<file path="src/rtl/seven_seg_pkg.sv">
// Shared types and segment constants for the multi-digit seven-segment display.
// Patterns are active-low: bit 7 = DP, bits 6:0 = g..a; DP is off in every constant.
// The table index is the 4-bit digit value (0..F).
package seven_seg_pkg;

   typedef enum logic [1:0] {
      IDLE    = 2'd0,
      CONVERT = 2'd1,
      ENCODE  = 2'd2
   } state_t;

   localparam logic [7:0] SEG_BLANK = 8'hFF;
   localparam logic [7:0] SEG_DASH  = 8'hBF;

   // Entry 0 is the rightmost element: 0,1,...,9,A,b,C,d,E,F
   localparam logic [15:0][7:0] SEG_HEX = {
      8'h8E, 8'h86, 8'hA1, 8'hC6, 8'h83, 8'h88, 8'h98, 8'h80,
      8'hF8, 8'h82, 8'h92, 8'h99, 8'hB0, 8'hA4, 8'hF9, 8'hC0
   };

endpackage

</file>
<file path="src/rtl/seg_nibble_encode.sv">
// Purpose: map one 4-bit digit to its active-low segment pattern (DP off).
// Latency: purely combinational, zero cycles.
// Backpressure: none; output follows the input nibble.
module seg_nibble_encode
   import seven_seg_pkg::*;
(
   input  logic [3:0] nibble,
   output logic [7:0] seg
);

   assign seg = SEG_HEX[nibble];

endmodule

</file>
<file path="src/rtl/seven_seg_display.sv">
// Purpose: binary value -> NUM_DIGITS active-low segment fields (decimal via double-dabble, or hex).
// Latency: load at t -> disp/done at t+VALUE_W+2 (decimal) or t+2 (hex).
// Backpressure: load is only accepted in IDLE (busy low); loads while busy are dropped.
module seven_seg_display
   import seven_seg_pkg::*;
#(
   parameter int NUM_DIGITS = 6,
   parameter int VALUE_W    = 20
) (
   input  logic                    clk,
   input  logic                    rst,
   input  logic [VALUE_W-1:0]      value,
   input  logic                    load,
   input  logic                    hex_mode,
   input  logic                    blank_lz,
   input  logic [NUM_DIGITS-1:0]   dp_mask,
   output logic                    busy,
   output logic                    done,
   output logic                    overflow,
   output logic [NUM_DIGITS*8-1:0] disp
);

   localparam int BCD_W = NUM_DIGITS * 4;
   localparam int CNT_W = $clog2(VALUE_W + 1);
   localparam int EXT_W = (VALUE_W > BCD_W) ? VALUE_W : BCD_W;
   localparam logic [CNT_W-1:0] LAST = CNT_W'(VALUE_W - 1);

   state_t                  state, state_nxt;
   logic                    accept, step, encode;
   logic [CNT_W-1:0]        cnt;
   logic [VALUE_W-1:0]      val_q;
   logic [BCD_W-1:0]        bcd_q, bcd_adj;
   logic                    hex_q, blank_q, ovf_q;
   logic [NUM_DIGITS-1:0]   dp_q;
   logic [EXT_W-1:0]        val_ext;
   logic [BCD_W-1:0]        nib;
   logic                    hex_ovf, ovf_res, seen;
   logic [NUM_DIGITS-1:0]   lz;
   logic [NUM_DIGITS*8-1:0] enc, disp_nxt;

   // State register
   always_ff @(posedge clk) begin
      if (rst) state <= IDLE;
      else     state <= state_nxt;
   end

   // Next-state logic and per-state datapath strobes
   always_comb begin
      state_nxt = state;
      accept    = 1'b0;
      step      = 1'b0;
      encode    = 1'b0;
      case (state)
         IDLE: begin
            if (load) begin
               accept    = 1'b1;
               state_nxt = hex_mode ? ENCODE : CONVERT;
            end
         end
         CONVERT: begin
            step = 1'b1;
            if (cnt == LAST) state_nxt = ENCODE;
         end
         ENCODE: begin
            encode    = 1'b1;
            state_nxt = IDLE;
         end
         default: state_nxt = IDLE;
      endcase
   end

   // Double-dabble correction: every BCD nibble >= 5 gets +3 before the shift
   always_comb begin
      bcd_adj = bcd_q;
      for (int i = 0; i < NUM_DIGITS; i++) begin
         if (bcd_q[i*4 +: 4] >= 4'd5) bcd_adj[i*4 +: 4] = bcd_q[i*4 +: 4] + 4'd3;
      end
   end

   // Select digit source; hex digits beyond the value width read as zero
   always_comb begin
      val_ext = EXT_W'(val_q);
      hex_ovf = |(val_ext >> BCD_W);
      nib     = hex_q ? val_ext[BCD_W-1:0] : bcd_q;
      ovf_res = hex_q ? hex_ovf : ovf_q;
   end

   // Leading-zero map: digit i is a leading zero if it and all digits above are zero
   always_comb begin
      seen = 1'b0;
      lz   = '0;
      for (int i = NUM_DIGITS - 1; i >= 0; i--) begin
         if (nib[i*4 +: 4] != 4'd0) seen = 1'b1;
         if (i != 0 && !seen) lz[i] = 1'b1;
      end
   end

   genvar g;
   generate
      for (g = 0; g < NUM_DIGITS; g++) begin : g_dig
         seg_nibble_encode u_enc (
            .nibble (nib[g*4 +: 4]),
            .seg    (enc[g*8 +: 8])
         );
      end
   endgenerate

   // Override priority: dash on overflow, then blanking, then the DP on top of either
   always_comb begin
      disp_nxt = '1;
      for (int i = 0; i < NUM_DIGITS; i++) begin
         if (ovf_res)                disp_nxt[i*8 +: 8] = SEG_DASH;
         else if (blank_q && lz[i])  disp_nxt[i*8 +: 8] = SEG_BLANK;
         else                        disp_nxt[i*8 +: 8] = enc[i*8 +: 8];
         if (dp_q[i]) disp_nxt[i*8 + 7] = 1'b0;
      end
   end

   // Datapath: capture on load, one shift per CONVERT cycle, publish in ENCODE
   always_ff @(posedge clk) begin
      if (rst) begin
         cnt      <= '0;
         val_q    <= '0;
         bcd_q    <= '0;
         hex_q    <= 1'b0;
         blank_q  <= 1'b0;
         dp_q     <= '0;
         ovf_q    <= 1'b0;
         busy     <= 1'b0;
         done     <= 1'b0;
         overflow <= 1'b0;
         disp     <= '1;
      end else begin
         busy <= (state_nxt != IDLE);
         done <= encode;
         if (accept) begin
            val_q   <= value;
            hex_q   <= hex_mode;
            blank_q <= blank_lz;
            dp_q    <= dp_mask;
            bcd_q   <= '0;
            ovf_q   <= 1'b0;
            cnt     <= '0;
         end
         if (step) begin
            {bcd_q, val_q} <= {bcd_adj[BCD_W-2:0], val_q, 1'b0};
            ovf_q          <= ovf_q | bcd_adj[BCD_W-1];
            cnt            <= cnt + CNT_W'(1);
         end
         if (encode) begin
            disp     <= disp_nxt;
            overflow <= ovf_res;
         end
      end
   end

endmodule

</file>
<file path="config.mk">
export PLATFORM = sky130hd
export DESIGN_NAME = seven_seg_display
export DESIGN_NICKNAME = d
export VERILOG_FILES = /design/src/rtl/seven_seg_pkg.sv /design/src/rtl/seg_nibble_encode.sv /design/src/rtl/seven_seg_display.sv
export SDC_FILE = /design/constraint.sdc
export NUM_CORES = 1
export LEC_CHECK = 0
export ABC_AREA = 1
export CORE_MARGIN = 1
export CORE_UTILIZATION = 60
export CTS_CLUSTER_SIZE = 40
export DETAILED_ROUTE_END_ITERATION = 6
export PLACE_DENSITY_LB_ADDON = 0.15
export SLEW_MARGIN = 30
export SYNTH_ARGS = -nofsm -noshare
export SYNTH_HDL_FRONTEND = slang
export SYNTH_SLANG_ARGS = --single-unit
</file>
<file path="constraint.sdc">
create_clock -name clk -period 3.8 [get_ports clk]
set_clock_uncertainty 0.1 [all_clocks]
set_input_delay 0.76 -clock clk [delete_from_list [all_inputs] [get_ports clk]]
set_output_delay 0.76 -clock clk [all_outputs]
set_load 0.02 [all_outputs]
</file>
==> summary.md <==
| Metric | Value |
|---|---|
| Worst-Margin Slew | 0.748 ns |
| Mean area per synthesized cell | 6.62 µm² |
| Rel. slew slack | 50.1% |
| Area growth syn-to-layout | 15.5% |
| Mux contribution to synthesized area | 0% |
| Critical path, cell by cell | inv_2, nand2_1, inv_1, nor2_2, inv_1, a21oi_1, o21ai_1 |
| H-tree Lvls | 3 |
| Clock Path Buffers | 2 |
| IO buf count | 81 |
| Sequential cell fraction of total power | 48.5% |
| Critical Path Max Stage Delay | 0.55 ns |
| DR iter-0 viols | 383 |
| CP required | 3.95 ns |
| Root Buffer | clkbuf_8 |
| Min-delay worst type | flip-flop to flip-flop |
| DRC viols | 0 |
| Mapped Cells | 1012 |
| First-pass GRT wire length | 26.9 mm |
| Core ar. | 0.0108 mm² |
| Drt pass-1 iters | 5 |
| Peak supply drop | 0.355 mV |
| Worst Setup Start Kind | flip-flop |
| Die area | 0.0116 mm² |
| Worst skew pair latency | 0.39 ns |
| Distinct cells, synth | 39 |
| Total number of vias | 6544 |
| Hpwl dp | 11.4 mm |
| Floorplan row count | 38 |
| GR Util All Layers | 28.8% |
| # IOs | 82 |
| YS warnings | 0 |
| Post-synth top area share | 33.2% |
| Outcome | complete, no violations |
| Largest net degree at the start of global routing | 52 |
| CTS Sinks | 111 |
| DR vias/cell | 5.39 |
| Commonest non-fill, non-tap cell in the layout | nand2_1 |
| Crit-path slowest cell | nor2_2 |
| Area of the multi-input gates | 0.00390 mm² |
| Hold Buf Count CTS | 0 |
| Sequential Area | 0.00222 mm² |
| Clock-pin slew on the worst setup and hold paths | 0.11 ns |
| Crit-path most repeated cell | inv_1 |
| Final setup TNS | 0 ns |
| Adder-Cell Fraction of Synth Area | 8.03% |
| Filler cells | 995 |
| GR Overflow Total | 0 |
| Leakage | 3.26 nW |
| Fmax | 397 MHz |
| Starting Density | 61.8% |
| Syn Nets | 1086 |
| DRT antenna net count | 0 |
| Most frequent cells in the layout | nand2_1, dfxtp_1, inv_1, a21oi_1, clkdlybuf4s50_1 |
| Max Cap Viol | 0 |
| RSZ-0062 raised after global routing | no |
| Combinational group share of total power | 21.7% |
| CP endpoint kind | flip-flop |
| Worst EP arrival | 2.66 ns |
| Tcrit/Tclk final | 66.2% |
| Syn Std Cell Area | 0.00670 mm² |
| Synth area leader | dfxtp_1 |
| Post-Synth Simple-Gate Area | 32.4% |
| Fin. Hold Viols | 0 |
| Power Dens Cells | 334 mW/mm² |
| Number of global-route vias before repair | 5841 |
| Share of layout cells above drive strength 1 | 7.18% |
| Synth Area in XOR/XNOR | 0.785% |
| Die Ht | 108 µm |
| Worst Path Max Fanout | 22 |
| Largest family of logic cells by synthesized area | simple AND/OR/NAND/NOR gates |
| Antenna Cells | 0 |
| Die Width | 108 µm |
| Tmin final | 2.52 ns |
| CTS Buf Count | 9 |
| Sequential fraction of the synthesis area | 33.2% |
| P_sw | 0.825 mW |
| Initial antenna violation count | 0 |
| Routed length per instance | 13.1 µm |
| Switching Share | 31.9% |
| Final setup vio count | 0 |
| Final Max Tran Viols | 0 |
| P_int | 1.76 mW |
| Post-Route WL | 15.9 mm |
| Synth Area in Compound Gates | 16.9% |
| Post-CTS setup buffers | 0 |
| Final core utilization | 71.3% |
| Total Nets Final | 1142 |
| TritonCTS clock tree | built |
| Critical path class | flip-flop to flip-flop |
| Gpl congestion | 0.910 |
| CTS resizes | 0 |
| Seq cells post-synth | 111 |
| Clock power frac | 29.7% |
| Ranking of synthesized cells by area | dfxtp_1, nand2_1, ha_1 |
==> critical path, delay by kind of cell, from the launching register on <==
kind | cells | cell delay (ns)
AOI/OAI and AO/OA | 2 | 0.22
buffers and inverters | 3 | 0.68
DFF | 1 | 0.37
and+or+nand+nor | 2 | 0.99
==> synthesized netlist by cell type (all sizes together) <==
cell type,count
o311a,1
a41oi,1
nand3,75
o21ai,80
o21a,1
nor2,79
a21boi,1
inv,94
a211oi,1
o211ai,4
nand4,4
buf,20
clkinv,1
dfxtp,111
a21oi,90
nor3,7
ha,43
nand2,333
clkbuf,24
o22ai,4
a31oi,23
or2,7
a22oi,1
nor4,1
xor2,6
==> area by class of cell <==
cell class                      count  area share, %
Multi-Input combinational cell    762           50.4
Sequential cell                   111           28.7
Timing Repair Buffer               89           11.2
Inverter                           95           4.61
Tap cell                          140           2.27
Clock buffer                       10           1.78
Clock inverter                      6          0.971
==> power by group through the flow <==
stage          Combinational, mW  Sequential (mW)  Clock [mW]
2_1_floorplan              0.360             1.31           0
3_3_place_gp               0.550             1.28           0
3_5_place_dp               0.556             1.28           0
4_1_cts                    0.560             1.25       0.773
5_1_grt                    0.627             1.26       0.816
6_report                   0.562             1.25       0.768
==> path summary, 6_finish.rpt <==
path / from / end / slack [ns] / depth (start not counted)
worst min-delay path: dp_q[1] / disp[15] / 0.35 / 1
worst min register to register: dp_q[1] / disp[15] / 0.35 / 1
worst max register to register: hex_q / disp[0] / 1.28 / 7
worst max-delay path: hex_q / disp[0] / 1.28 / 7
==> registers in the layout, indices dropped and copies added, names as in the netlist <==
| signal | cells |
|---|---|
| val_q | 20 |
| busy | 1 |
| hex_q | 1 |
| dp_q | 6 |
| overflow | 1 |
| blank_q | 1 |
| cnt | 5 |
| done | 1 |
| ovf_q | 1 |
| bcd_q | 24 |
| disp | 48 |
| state | 2 |
==> metrics by stage <==
| stage | setup WS [ns] | power, mW | instances | instance area [µm²] | hold WS, ns |
|---|---|---|---|---|---|
| after floorplan | 1.86 | 1.67 | 1012 | 6700 | 0.321 |
| after global placement | 1.05 | 1.83 | 1197 | 7520 | 0.328 |
| after detailed placement | 0.963 | 1.84 | 1197 | 7520 | 0.336 |
| after CTS | 1.28 | 2.59 | 1213 | 7730 | 0.352 |
| after global routing | 1.06 | 2.70 | 1213 | 7730 | 0.381 |
| final | 1.28 | 2.58 | 1213 | 7730 | 0.347 |
==> cells by family (layout without fill, tap and decap cells) <==
group | after synthesis | after routing
compound gates | 207 | 207
flops | 111 | 111
buf+inv | 139 | 200
simple gates | 506 | 506
fa+ha+maj | 43 | 43
xor+xnor | 6 | 6
==> routing by layer <==
metal / vias up / GRT usage, % / wire length (µm)
met5: - / 0 / 0
met4: 0 / 6.56 / 140
met3: 15 / 3.87 / 797
met2: 191 / 47.4 / 7210
met1: 2945 / 39.9 / 7800
li1: 3393 / - / -
No activity file was read; power rests on OpenSTA's default activity.
